===== config.mk =====
export PLATFORM = sky130hd
export DESIGN_NAME = hazard_ctrl
export DESIGN_NICKNAME = d
export VERILOG_FILES = /design/src/rtl/hazard_ctrl.sv
export SDC_FILE = /design/constraint.sdc
export NUM_CORES = 1
export LEC_CHECK = 0
export CAP_MARGIN = 20
export CORE_ASPECT_RATIO = 0.75
export CORE_MARGIN = 4
export CORE_UTILIZATION = 52
export DETAILED_ROUTE_END_ITERATION = 10
export GPL_TIMING_DRIVEN = 0
export PLACE_DENSITY = 0.87
export SYNTH_ARGS = -nofsm -noshare
export SYNTH_HDL_FRONTEND = slang
export SYNTH_SLANG_ARGS = --single-unit

===== constraint.sdc =====
create_clock -name clk -period 4.2 [get_ports clk]
set_input_delay 1.26 -clock clk [delete_from_list [all_inputs] [get_ports clk]]
set_output_delay 1.26 -clock clk [all_outputs]
set_load 0.01 [all_outputs]

===== src/rtl/hazard_ctrl.sv =====
`timescale 1ns/1ps
// hazard_ctrl: stall/flush/freeze sequencer for the 5-stage pipe.
// A per-register down-counter scoreboard tracks how many more cycles a
// consumer of each register must wait. Latency values must fit in CNT_W bits.
//
// state | meaning
// ------+------------------------------------------------------------
// RUN   | normal issue; hazards stall, taken branches flush
// HALT  | HALT issued; front end held until reset, scoreboard drains
module hazard_ctrl #(
  parameter int NREGS    = 8,
  parameter int CNT_W    = 2,
  parameter int ALU_LAT  = 0,
  parameter int LOAD_LAT = 1
) (
  input  logic                     clk,
  input  logic                     rst,
  input  logic                     id_valid,
  input  logic [$clog2(NREGS)-1:0] id_rs,
  input  logic                     id_rs_used,
  input  logic [$clog2(NREGS)-1:0] id_rt,
  input  logic                     id_rt_used,
  input  logic [$clog2(NREGS)-1:0] id_write_sel,
  input  logic                     id_reg_write,
  input  logic                     id_mem_read,
  input  logic                     id_halt,
  input  logic                     ex_branch_taken,
  input  logic                     mem_busy,
  output logic                     pc_stall,
  output logic                     if_id_stall,
  output logic                     id_ex_bubble,
  output logic                     if_id_flush,
  output logic                     id_ex_flush,
  output logic                     pipe_freeze,
  output logic                     halted,
  output logic [15:0]              stall_count
);

  localparam int IDX_W = $clog2(NREGS);
  localparam logic [0:0] RUN  = 1'b0;
  localparam logic [0:0] HALT = 1'b1;
  localparam logic [CNT_W-1:0] LOAD_V = CNT_W'(LOAD_LAT);
  localparam logic [CNT_W-1:0] ALU_V  = CNT_W'(ALU_LAT);

  logic [0:0]       r_state;
  logic [CNT_W-1:0] r_cnt [NREGS];
  logic [15:0]      r_stall_count;

  logic w_hz;
  logic w_issue;
  logic w_count;

  // Decode depends on a producer whose result cannot be forwarded yet.
  always_comb begin
    w_hz = id_valid & ((id_rs_used & (r_cnt[id_rs] != '0)) |
                       (id_rt_used & (r_cnt[id_rt] != '0)));
  end

  // Prioritised control decode: freeze > flush > halt > hazard > issue.
  // Outputs are forced low while reset is asserted, whatever the inputs do.
  always_comb begin
    pc_stall     = 1'b0;
    if_id_stall  = 1'b0;
    id_ex_bubble = 1'b0;
    if_id_flush  = 1'b0;
    id_ex_flush  = 1'b0;
    pipe_freeze  = 1'b0;
    w_issue      = 1'b0;
    w_count      = 1'b0;
    if (rst) begin
      if (mem_busy) begin
        pipe_freeze = 1'b1;
      end else if (ex_branch_taken) begin
        if_id_flush = 1'b1;
        id_ex_flush = 1'b1;
      end else if (r_state == HALT) begin
        pc_stall     = 1'b1;
        if_id_stall  = 1'b1;
        id_ex_bubble = 1'b1;
      end else if (w_hz) begin
        pc_stall     = 1'b1;
        if_id_stall  = 1'b1;
        id_ex_bubble = 1'b1;
        w_count      = 1'b1;
      end else begin
        w_issue = id_valid;
      end
    end
  end

  // Scoreboard: drain every pending count, reload the issuing writer's entry.
  always_ff @(posedge clk or negedge rst) begin
    if (!rst) begin
      for (int r = 0; r < NREGS; r++) r_cnt[r] <= '0;
    end else if (!mem_busy) begin
      for (int r = 0; r < NREGS; r++) begin
        if (w_issue && id_reg_write && (id_write_sel == IDX_W'(r)))
          r_cnt[r] <= id_mem_read ? LOAD_V : ALU_V;
        else if (r_cnt[r] != '0)
          r_cnt[r] <= r_cnt[r] - 1'b1;
      end
    end
  end

  // RUN -> HALT once a HALT instruction actually issues; only reset leaves.
  always_ff @(posedge clk or negedge rst) begin
    if (!rst)
      r_state <= RUN;
    else if (!mem_busy && w_issue && id_halt)
      r_state <= HALT;
  end

  // Saturating count of hazard-stall cycles (flushes and halt do not count).
  always_ff @(posedge clk or negedge rst) begin
    if (!rst)
      r_stall_count <= 16'h0000;
    else if (w_count && (r_stall_count != 16'hFFFF))
      r_stall_count <= r_stall_count + 16'h0001;
  end

  assign halted      = (r_state == HALT);
  assign stall_count = r_stall_count;

endmodule


==> Word-level counts from Yosys, hierarchy flattened <==
Index checks and enable logic that the tools add are counted.
{ "word_totals": {"register_bits": 33, "input_bits": 19, "out_inout_bits": 23, "wordCells": 118} }
{ "classes": {"addsub": 9, "n_lt_le_gt_ge": 2, "n_eq_ne": 8, "mux": 42, "bitwise": 7, "reduce_logical": 40} }
{ "op_table": {"columns": ["op", "count"], "rows": [
  ["2-bit 2-to-1 mux", 20],
  ["2-bit nonzero test", 18],
  ["1-bit 2-to-1 mux", 20],
  ["16-bit by 1-bit adder with 16-bit output (second input constant)", 1],
  ["16-bit inequality test (second input constant)", 1],
  ["2-bit AND reduction", 8],
  ["2-bit by 1-bit subtractor with 2-bit output (second input constant)", 8],
  ["2-bit binary-select mux with 3-bit select", 2],
  ["3-bit equality test (second input constant)", 4],
  ["1-bit logical AND", 12],
  ["4-bit greater-or-equal comparator (second input constant)", 2],
  ["3-bit NOT with 4-bit output", 2],
  ["3-bit by 2-bit equality test with 1-bit output (second input constant)", 2],
  ["1-bit bitwise AND", 3],
  ["3-bit by 1-bit equality test with 1-bit output (second input constant)", 1],
  ["3-bit logical NOT", 1],
  ["1-bit logical NOT", 1],
  ["1-bit NOT", 1],
  ["1-bit bitwise OR", 1]
]} }

==> Logic depth before layout (Yosys ltp) <==
Gate-level depths: netlist of run 1.
{ "depth": {"word_depth": 17, "mapped_depth": 8, "depth_no_buf": 6} }

==> Worst setup path before layout of run 1 <==
OpenSTA, ideal clock, no wires.
{ "synth_timing": {"kind": "input port to output port", "start": "input port id_rs_used", "end": "output port if_id_stall", "arrival_time_ns": 2.807, "required_ns": 2.940, "setup_slack_ns": 0.133, "cell_stages": 7, "n_path_buf": 1, "cell_sequence": "or2b_1 > a311o_1 > o32ai_2 > or2_2 > a21oi_1 > nor2_1 > buf_4"} }
{ "synth_between": {"elab_chain_cells": 8} }
{ "synth_rtl": {"columns": ["item", "line_no", "rtl"], "rows": [
  ["from (decl)", "20", "input logic id_rs_used,"],
  ["1-bit bitwise AND", "55", "w_hz = id_valid & ((id_rs_used & (r_cnt[id_rs] != '0)) |"],
  ["1-bit bitwise OR", "55", null],
  ["1-bit bitwise AND", "55", null],
  ["1-bit 2-to-1 mux (5 in a row)", null, null],
  ["to (decl)", "30", "output logic if_id_stall,"]
]} }
Every way passes these cells.

==> Worst setup path in the final report of run 1 <==
{ "layout_timing": {"start": "input port id_rs[1]", "end": "output port if_id_stall"} }
{ "layout_between": {"elab_chain_cells": 13} }
{ "layout_rtl": {"columns": ["item", "line_no", "rtl"], "rows": [
  ["from (decl)", "19", "input logic [$clog2(NREGS)-1:0] id_rs,"],
  ["3-bit NOT with 4-bit output (implied by the code)", "55", null],
  ["2-bit binary-select mux with 3-bit select", "55", null],
  ["2-bit 2-to-1 mux (implied by the code) (2 in a row)", "55", null],
  ["2-bit nonzero test", "55", null],
  ["1-bit bitwise AND", "55", null],
  ["1-bit bitwise OR", "55", null],
  ["1-bit bitwise AND", "55", null],
  ["1-bit 2-to-1 mux", "80", "end else if (w_hz) begin"],
  ["1-bit 2-to-1 mux", "76", "end else if (r_state == HALT) begin"],
  ["1-bit 2-to-1 mux", "73", "end else if (ex_branch_taken) begin"],
  ["1-bit 2-to-1 mux", "71", "if (mem_busy) begin"],
  ["1-bit 2-to-1 mux", "70", "if (rst) begin"]
]} }
Every way passes these cells. The select of a mux whose other input is x is not followed.

==> results of run 1 <==
per-layer routing:
| metal | global-route usage | share of wire |
|---|---|---|
| met3 | 0.0503 | 0.057 |
| met2 | 0.365 | 0.49 |
| met1 | 0.283 | 0.43 |
| met4 | 0.0980 | 0.025 |
| met5 | 0 | 0 |
layout make-up:
type	instances	area [sq um]
Fill cell	330	1220
Sequential cell	33	826
Clock buffer	7	96.3
Inverter	17	63.8
Clock inverter	1	5.00
Timing Repair Buffer	43	399
Multi-Input combinational cell	184	1340
Tap cell	55	68.8
Buffer	8	58.8
registers in the layout, indices dropped and copies added, names as in the netlist:
register	flops
r_cnt	16
stall_count	16
halted	1
power groups by stage:
stage	combinational [mW]	sequential, mW	clock (mW)
final	0.621	0.544	0.271
after global routing	0.707	0.559	0.293
after CTS	0.604	0.535	0.271
after detailed placement	0.575	0.531	0
after global placement	0.538	0.525	0
after floorplan	0.410	0.513	0
cell usage in the layout (no fill, tap or decap), types with 3 or more instances in the layout:
master,synthesis,layout
sky130_fd_sc_hd__or3b_4,1,3
sky130_fd_sc_hd__nor3b_1,4,4
sky130_fd_sc_hd__nor3_1,18,18
sky130_fd_sc_hd__xor2_1,14,14
sky130_fd_sc_hd__nor2b_1,5,5
sky130_fd_sc_hd__buf_4,3,7
sky130_fd_sc_hd__dlygate4sd2_1,0,5
sky130_fd_sc_hd__dfrtp_1,33,33
sky130_fd_sc_hd__nand4_1,6,6
sky130_fd_sc_hd__nor2_1,7,6
sky130_fd_sc_hd__ha_1,9,9
sky130_fd_sc_hd__a221oi_1,7,7
sky130_fd_sc_hd__a21o_1,7,7
sky130_fd_sc_hd__o21bai_1,3,3
sky130_fd_sc_hd__buf_6,2,4
sky130_fd_sc_hd__nand3_1,11,11
sky130_fd_sc_hd__or3_1,19,17
sky130_fd_sc_hd__nor4b_2,0,3
sky130_fd_sc_hd__a21oi_1,17,14
sky130_fd_sc_hd__clkbuf_2,1,4
sky130_fd_sc_hd__clkbuf_8,0,7
sky130_fd_sc_hd__clkdlybuf4s50_1,0,28
sky130_fd_sc_hd__nand2_1,22,22
sky130_fd_sc_hd__inv_1,17,17
sky130_fd_sc_hd__and3_1,4,4
repair_timing:
| action | in CTS | in global routing |
|---|---|---|
| pin swaps | 7 | 5 |
| resized for setup | 42 | 10 |
| setup endpoints to repair | 5 | 4 |
| cloned | 0 | 0 |
| setup buffers | 3 | 0 |
worst reg2reg max path: cells and delay by family, from the launching register on:
family,cells,cell delay [ns]
xor+xnor,1,0.18
buf+inv,1,0.44
flops,1,0.43
simple gates,5,1.28
through the flow:
stage | setup WS (ns) | power, mW | hold slack (ns) | util | cell area (sq um)
finish | 0.0581 | 1.44 | 0.490 | 0.701 | 2860
global route | -0.0226 | 1.56 | 0.511 | 0.701 | 2860
CTS | 0.00307 | 1.41 | 0.498 | 0.694 | 2830
detailed placement | -0.968 | 1.11 | 0.485 | 0.654 | 2670
global placement | -1.33 | 1.06 | 0.480 | 0.656 | 2670
floorplan | 0.133 | 0.923 | 0.497 | - | 2200
cell families after synthesis:
| logic type | count (synthesis) | share of synthesized area |
|---|---|---|
| DFF | 33 | 0.375 |
| AOI/OAI and AO/OA | 45 | 0.149 |
| muxes | 1 | 0.00511 |
| buffers and inverters | 27 | 0.0585 |
| xor gates and xnor gates | 15 | 0.0596 |
| and+or+nand+nor | 114 | 0.302 |
| adders and majority gates | 9 | 0.0511 |
path summary, 6_finish.rpt:
path / to / slack [ns] / depth (start not counted)
max in group asynchronous: halted / 2.91 / 1
worst min-delay path: stall_count[4] / 0.49 / 1
worst max-delay path: if_id_stall / 0.06 / 10
worst min register to register: stall_count[4] / 0.49 / 1
min in group asynchronous: stall_count[15] / 0.95 / 1
worst max register to register: stall_count[8] / 1.74 / 7
==> impl_summary.log, run 1 <==
[metrics] worst slew margin relative to its limit: 0.493
[metrics] final-stage net count: 320
[metrics] CP cell instances: buf_4, or3_4, a21oi_4, o32ai_4, or2_4, a21oi_2, nor2_2, buf_4, buf_4, buf_6
[metrics] core region area: approximately 4100 sq um
[metrics] startpoint types: input pin
[metrics] number of flops mapped to enable cells by yosys: 0
[metrics] largest fanout on the critical path: 8
[metrics] worst ir drop on vdd: 0.300 mV
[metrics] Worst EP required: around 3 ns
[metrics] area added between synthesis and finish: 29.7%
[metrics] Antenna Violating Nets Remaining: 0
[metrics] GRT overflow: 0
[metrics] status: finished clean
[metrics] first-pass GRT wire length: 9580 um
[metrics] Finished Layout Cells: around 350
[metrics] First-pass DRT Iterations: 4
[metrics] number of instances in the synthesized netlist: 244
[metrics] Warnings, synthesis: 0
[metrics] path type of the worst min-delay path: reg2reg
[metrics] clock group share of total power: 0.189
[metrics] via count of the first global-routing pass: slightly above 2k
[metrics] most frequent cells after synthesis: sky130_fd_sc_hd__dfrtp_1, sky130_fd_sc_hd__nand2_1, sky130_fd_sc_hd__or3_1
[metrics] kind of cell adding the most delay to the critical path: simple AND/OR/NAND/NOR gates
[metrics] number of distinct library cells after synthesis: 44
[metrics] number of placed instances with taps included: about 340
[metrics] number of nets in the synthesized netlist: 272
[metrics] critical path startpoint: id_rs[1]
[metrics] Die Height: 64.4 um
[metrics] combinational share of power: 0.432
[metrics] starting DRC count in detailed routing: 160
[metrics] post-detailed-routing wire length: 5610 um
[metrics] fin crit share: 0.986
[metrics] maximum root-to-sink buffer count: 2
[metrics] async set or reset register ratio after synthesis: 1.00
[metrics] Die X-Extent: 83.2 um
[metrics] achievable clock frequency: 241 MHz
[metrics] clock tree skew after final layout: 0.00623 ns
[metrics] Buf+Inv Stages, Crit Path: 4
[metrics] hold violation total from the final report: 0
[metrics] DP HPWL: 3930 um
[metrics] wire length per cell after detailed routing: approximately 16 um
[metrics] # IOs: 42
[metrics] Final GP Congestion: 0.861
[metrics] Worst Hold Launch: stall_count[4]
[metrics] most area-hungry cell type in the Yosys netlist: sky130_fd_sc_hd__dfrtp_1
[metrics] most frequent CP cell: sky130_fd_sc_hd__buf_4
[metrics] antenna cell count: 0
[metrics] total number of placement rows: 20
[metrics] total routing resource utilization after global routing: 0.223
[metrics] ratio of cells with drive above 1 in the final layout: 0.157
[metrics] largest net degree at the start of global routing: 37
[metrics] detailed-route DRC error count: 0
[metrics] static leakage power: between 1 and 1.5 nW
[metrics] clock slew at the register clock pins of the worst setup and hold paths: 0.07 ns
[metrics] CTS hold repair buffers: 0
[metrics] post-DR vias/cell: a little under 6
[metrics] internal power: about 900 uW
[metrics] minimum period implied by the final worst setup slack: 4.14 ns
[metrics] post-synthesis sequential element count: 33
[metrics] insertion delay of the later-clocked pin in the worst-skew pair: 0.30 ns
[metrics] cell at the root of the clock tree: sky130_fd_sc_hd__clkbuf_8
[metrics] switching part of the total: 0.383
[metrics] CTS tree: built
[metrics] post-synthesis average cell area: 9.04 sq um
[metrics] number of max-slew violations in the final report: 0
[metrics] Final setup viols: 0
[metrics] Buffers on Ports: 40
[metrics] post-route setup TNS: 0 ns
[metrics] startpoint-to-endpoint class of the critical path: in2out
[metrics] transition time at the pin with the least slew margin: 0.754 ns
[metrics] initial core utilization: 0.540
[metrics] critical path capture point type: output pin
[metrics] antenna violations before repair: 0
[metrics] Worst path max stage delay: 0.38 ns
[metrics] pwr/cell area: ~500 nW/um^2
[metrics] count of maximum capacitance violations: 0
[metrics] proportion of power drawn by flip-flops and latches: 0.379
[metrics] number of levels in the clock H-tree: 2
[metrics] ranking of synthesized cells by area: sky130_fd_sc_hd__dfrtp_1, sky130_fd_sc_hd__xor2_1, sky130_fd_sc_hd__or3_1
[metrics] area fraction of the dominant cell type after synthesis: 0.375
[metrics] top flip-flop cell by instance count after synthesis: sky130_fd_sc_hd__dfrtp_1
[metrics] most repeated cell in the gate-level netlist after synthesis: sky130_fd_sc_hd__dfrtp_1
[metrics] routed vias: 2032
[metrics] clock sink count: 33
[metrics] origin of the critical flop-to-flop path: stall_count[6]
[metrics] switching component of the power: 550 uW
[metrics] Seq/Total Area, Yosys: 0.375
[metrics] setup repair after global routing missed its margin: true
[metrics] total die area: 5360 sq um
[metrics] number of buffers added by the clock tree synthesis step: 5
[metrics] Mapped Area: 2200 sq um
[metrics] endpoint arrival time on the critical path: 2.88 ns
[metrics] slowest CP cell: sky130_fd_sc_hd__or3_4
No activity file was read; power rests on OpenSTA's default activity.
==> inputs of run 2 (changes only) <==
--- a/config.mk
+++ b/config.mk
@@ -8,10 +8,10 @@
 export CAP_MARGIN = 20
 export CORE_ASPECT_RATIO = 0.75
 export CORE_MARGIN = 4
-export CORE_UTILIZATION = 52
+export CORE_UTILIZATION = 26
 export DETAILED_ROUTE_END_ITERATION = 10
 export GPL_TIMING_DRIVEN = 0
-export PLACE_DENSITY = 0.87
+export PLACE_DENSITY = 0.53
 export SYNTH_ARGS = -nofsm -noshare
 export SYNTH_HDL_FRONTEND = slang
 export SYNTH_SLANG_ARGS = --single-unit
==> run 2 against run 1 <==
Flip-flop and latch count unchanged. Hold slack improved by 0.0024 ns. Register-to-register slack about the same. First-iteration DRC count decreased by 67%. Via count decreased by 3.7%. Critical path depth decreased by 1. Sequential power decreased by 1%. Core utilization decreased by 33 points. Global-route usage decreased by 10 points. Clock skew increased by 0.0013 ns. Critical path type unchanged. Critical endpoint is now pc_stall.
==> impl_summary.log, run 2 (synthesis results as in run 1) <==
[metrics] count of maximum capacitance violations: 0 (unchanged)
[metrics] Buffers on Ports: 40 (unchanged)
[metrics] combinational share of power: 0.383 (was 0.432)
[metrics] clock sink count: 33 (unchanged)
[metrics] most frequent CP cell: sky130_fd_sc_hd__buf_4 (unchanged)
[metrics] core region area: 8060 sq um (was 4080 sq um)
[metrics] starting DRC count in detailed routing: 53 (was 160)
[metrics] Finished Layout Cells: 398 (was 348)
[metrics] number of placed instances with taps included: 389 (was 339)
[metrics] core occupancy in the finished layout: 0.368 (was 0.701)
[metrics] DP HPWL: 4210 um (was 3930 um)
[metrics] Antenna Violating Nets Remaining: 0 (unchanged)
[metrics] status: finished clean (unchanged)
[metrics] cell at the root of the clock tree: sky130_fd_sc_hd__clkbuf_16 (was sky130_fd_sc_hd__clkbuf_8)
[metrics] switching component of the power: 542 uW (was 550 uW)
[metrics] startpoint types: input pin (unchanged)
[metrics] achievable clock frequency: 242 MHz (was 241 MHz)
[metrics] Worst path max stage delay: 0.48 ns (was 0.38 ns)
[metrics] number of max-slew violations in the final report: 0 (unchanged)
[metrics] endpoint arrival time on the critical path: 2.88 ns (about the same)
[metrics] switching part of the total: 0.346 (was 0.383)
[metrics] area taken by flip-flops and latches: 826 sq um (unchanged)
[metrics] slowest CP cell: sky130_fd_sc_hd__or3b_2 (was sky130_fd_sc_hd__or3_4)
[metrics] path type of the worst min-delay path: reg2reg (unchanged)
[metrics] startpoint-to-endpoint class of the critical path: in2out (unchanged)
[metrics] area added between synthesis and finish: 34.7% (was 29.7%)
[metrics] total die area: 10000 sq um (was 5360 sq um)
[metrics] via count of the first global-routing pass: 1955 (was 2041)
[metrics] commonest non-fill, non-tap cell in the layout: sky130_fd_sc_hd__dfrtp_1 (unchanged)
[metrics] # IOs: 42 (unchanged)
[metrics] routed vias: 1957 (was 2032)
[metrics] detailed-route DRC error count: 0 (unchanged)
[metrics] Buf+Inv Stages, Crit Path: 3 (was 4)
[metrics] final-stage net count: 320 (unchanged)
[metrics] minimum period implied by the final worst setup slack: 4.14 ns (about the same)
[metrics] Die X-Extent: 114 um (was 83.2 um)
[metrics] first-pass GRT wire length: 9600 um (was 9580 um)
[metrics] post-detailed-routing wire length: 5630 um (was 5610 um)
[metrics] wire length per cell after detailed routing: 14.2 um (was 16.1 um)
[metrics] GRT overflow: 0 (unchanged)
[metrics] worst slew margin relative to its limit: 0.470 (was 0.493)
[metrics] fin crit share: 0.985 (was 0.986)
[metrics] Register-to-Register Setup Slack: 1.75 ns (was 1.74 ns)
[metrics] maximum root-to-sink buffer count: 2 (unchanged)
[metrics] CTS hold repair buffers: 0 (unchanged)
[metrics] clock tree skew after final layout: 0.00753 ns (was 0.00623 ns)
[metrics] critical path capture point type: output pin (unchanged)
[metrics] Filler Cells Inserted: 828 (was 330)
[metrics] ratio of cells with drive above 1 in the final layout: 0.150 (was 0.157)
[metrics] Die Height: 87.7 um (was 64.4 um)
[metrics] antenna cell count: 0 (unchanged)
[metrics] number of levels in the clock H-tree: 2 (unchanged)
[metrics] CP cell instances: buf_4, or3b_2, a21oi_4, o32ai_4, or2_4, a21oi_2, nor2_2, buf_4, buf_6 (was buf_4, or3_4, a21oi_4, o32ai_4, or2_4, a21oi_2, nor2_2, buf_4, buf_4, buf_6)
[metrics] total number of placement rows: 28 (was 20)
[metrics] proportion of power drawn by flip-flops and latches: 0.342 (was 0.379)
[metrics] kind of cell adding the most delay to the critical path: simple AND/OR/NAND/NOR gates (unchanged)
[metrics] pwr/cell area: 528 nW/um^2 (was 502 nW/um^2)
[metrics] static leakage power: 1.32 nW (was 1.31 nW)
[metrics] hold violation total from the final report: 0 (unchanged)
[metrics] antenna violations before repair: 0 (unchanged)
[metrics] largest net degree at the start of global routing: 37 (unchanged)
[metrics] post-DR vias/cell: 4.92 (was 5.84)
[metrics] total area of multi-input combinational cells: 1320 sq um (was 1340 sq um)
[metrics] number of buffers added by the clock tree synthesis step: 5 (unchanged)
[metrics] transition time at the pin with the least slew margin: 0.790 ns (was 0.754 ns)
[metrics] total routing resource utilization after global routing: 0.119 (was 0.223)
[metrics] First-pass DRT Iterations: 4 (unchanged)
[metrics] post-route setup TNS: 0 ns (unchanged)
[metrics] insertion delay of the later-clocked pin in the worst-skew pair: 0.28 ns (was 0.30 ns)
[metrics] highest-count cells in the layout ignoring fill and taps: sky130_fd_sc_hd__dfrtp_1, sky130_fd_sc_hd__clkdlybuf4s50_1, sky130_fd_sc_hd__nand2_1, sky130_fd_sc_hd__or3_1, sky130_fd_sc_hd__nor3_1 (was sky130_fd_sc_hd__dfrtp_1, sky130_fd_sc_hd__clkdlybuf4s50_1, sky130_fd_sc_hd__nand2_1, sky130_fd_sc_hd__nor3_1)
[metrics] Worst EP required: 2.94 ns (about the same)
[metrics] Final setup viols: 0 (unchanged)
[metrics] largest fanout on the critical path: 8 (unchanged)
[metrics] clock group share of total power: 0.275 (was 0.189)
[metrics] internal power: 1.03 mW (was 886 uW)
[metrics] CTS tree: built (unchanged)
[metrics] overall power: 1.57 mW (was 1.44 mW)
[metrics] worst ir drop on vdd: 0.233 mV (was 0.300 mV)
[metrics] Final GP Congestion: 0.808 (was 0.861)
[metrics] clock slew at the register clock pins of the worst setup and hold paths: 0.05 ns (was 0.07 ns)
[metrics] initial core utilization: 0.274 (was 0.540)
[metrics] setup repair after global routing missed its margin: false (was true)
## run 2: cell count changes in the layout (fill, tap and decap cells not counted), sizes merged
cell,previous run,this run
bufinv,0,1
clkinv,1,0
dlygate4sd2,5,4
clkbuf,13,14
## run 2: worst register-to-register path, delay by kind of cell (launching register included)
kind / cells / cell delay, ns
AND/OR/NAND/NOR: 3 / 1.04
buffers and inverters: 1 / 0.46
flip-flops: 1 / 0.44
adder cells (fa/ha/maj): 1 / 0.22
XOR/XNOR: 1 / 0.17
## run 2: repair_timing
action | CTS | global route
buffers inserted | 2 | 0
cloned | 0 | 0
resized for setup | 43 | 11
setup endpoints to repair | 6 | 4
endpoints found under the hold margin | 0 | 0
pin swaps | 7 | 3
## run 2: power groups by stage
stage | registers (mW) | clock network, mW | logic, mW
floorplan | 0.513 | 0 | 0.410
global placement | 0.530 | 0 | 0.548
detailed placement | 0.532 | 0 | 0.577
CTS | 0.534 | 0.442 | 0.602
global route | 0.551 | 0.450 | 0.692
finish | 0.536 | 0.430 | 0.601
## run 2: final timing paths
check,from,endpoint,cells after the start
max,id_rs[1],pc_stall,9
max reg2reg,stall_count[0],stall_count[2],6
max in group asynchronous,rst,r_cnt[7],1
min in group asynchronous,rst,stall_count[15],1
min reg2reg,stall_count[4],stall_count[4],1
min,stall_count[4],stall_count[4],1
## run 2: metal layers
metal  track usage  part of all wire  routed length, um  up-vias
met5             0                 0                  0        -
met3        0.0290             0.042                239        4
met2         0.183              0.45               2530       29
met1         0.167              0.50               2810      937
li1              -                 -                  -      987
met4        0.0302            0.0089                 50        0
## run 2: layout make-up
cell class | count | area share
multi-input combinational | 184 | 0.445
sequential | 33 | 0.278
timing repair buffer | 42 | 0.131
clock buffer | 7 | 0.0480
tap | 105 | 0.0442
buffer | 9 | 0.0215
inverter | 17 | 0.0215
clock inverter | 1 | 0.0101
## run 2: through the flow
step / hold slack (ns) / worst slack (ns) / area (sq um)
detailed placement: 0.480 / -1.04 / 2730
floorplan: 0.497 / 0.133 / 2200
global placement: 0.482 / -1.46 / 2740
global route: 0.524 / 0.00317 / 2970
finish: 0.493 / 0.0645 / 2970
CTS: 0.495 / 0.00966 / 2950
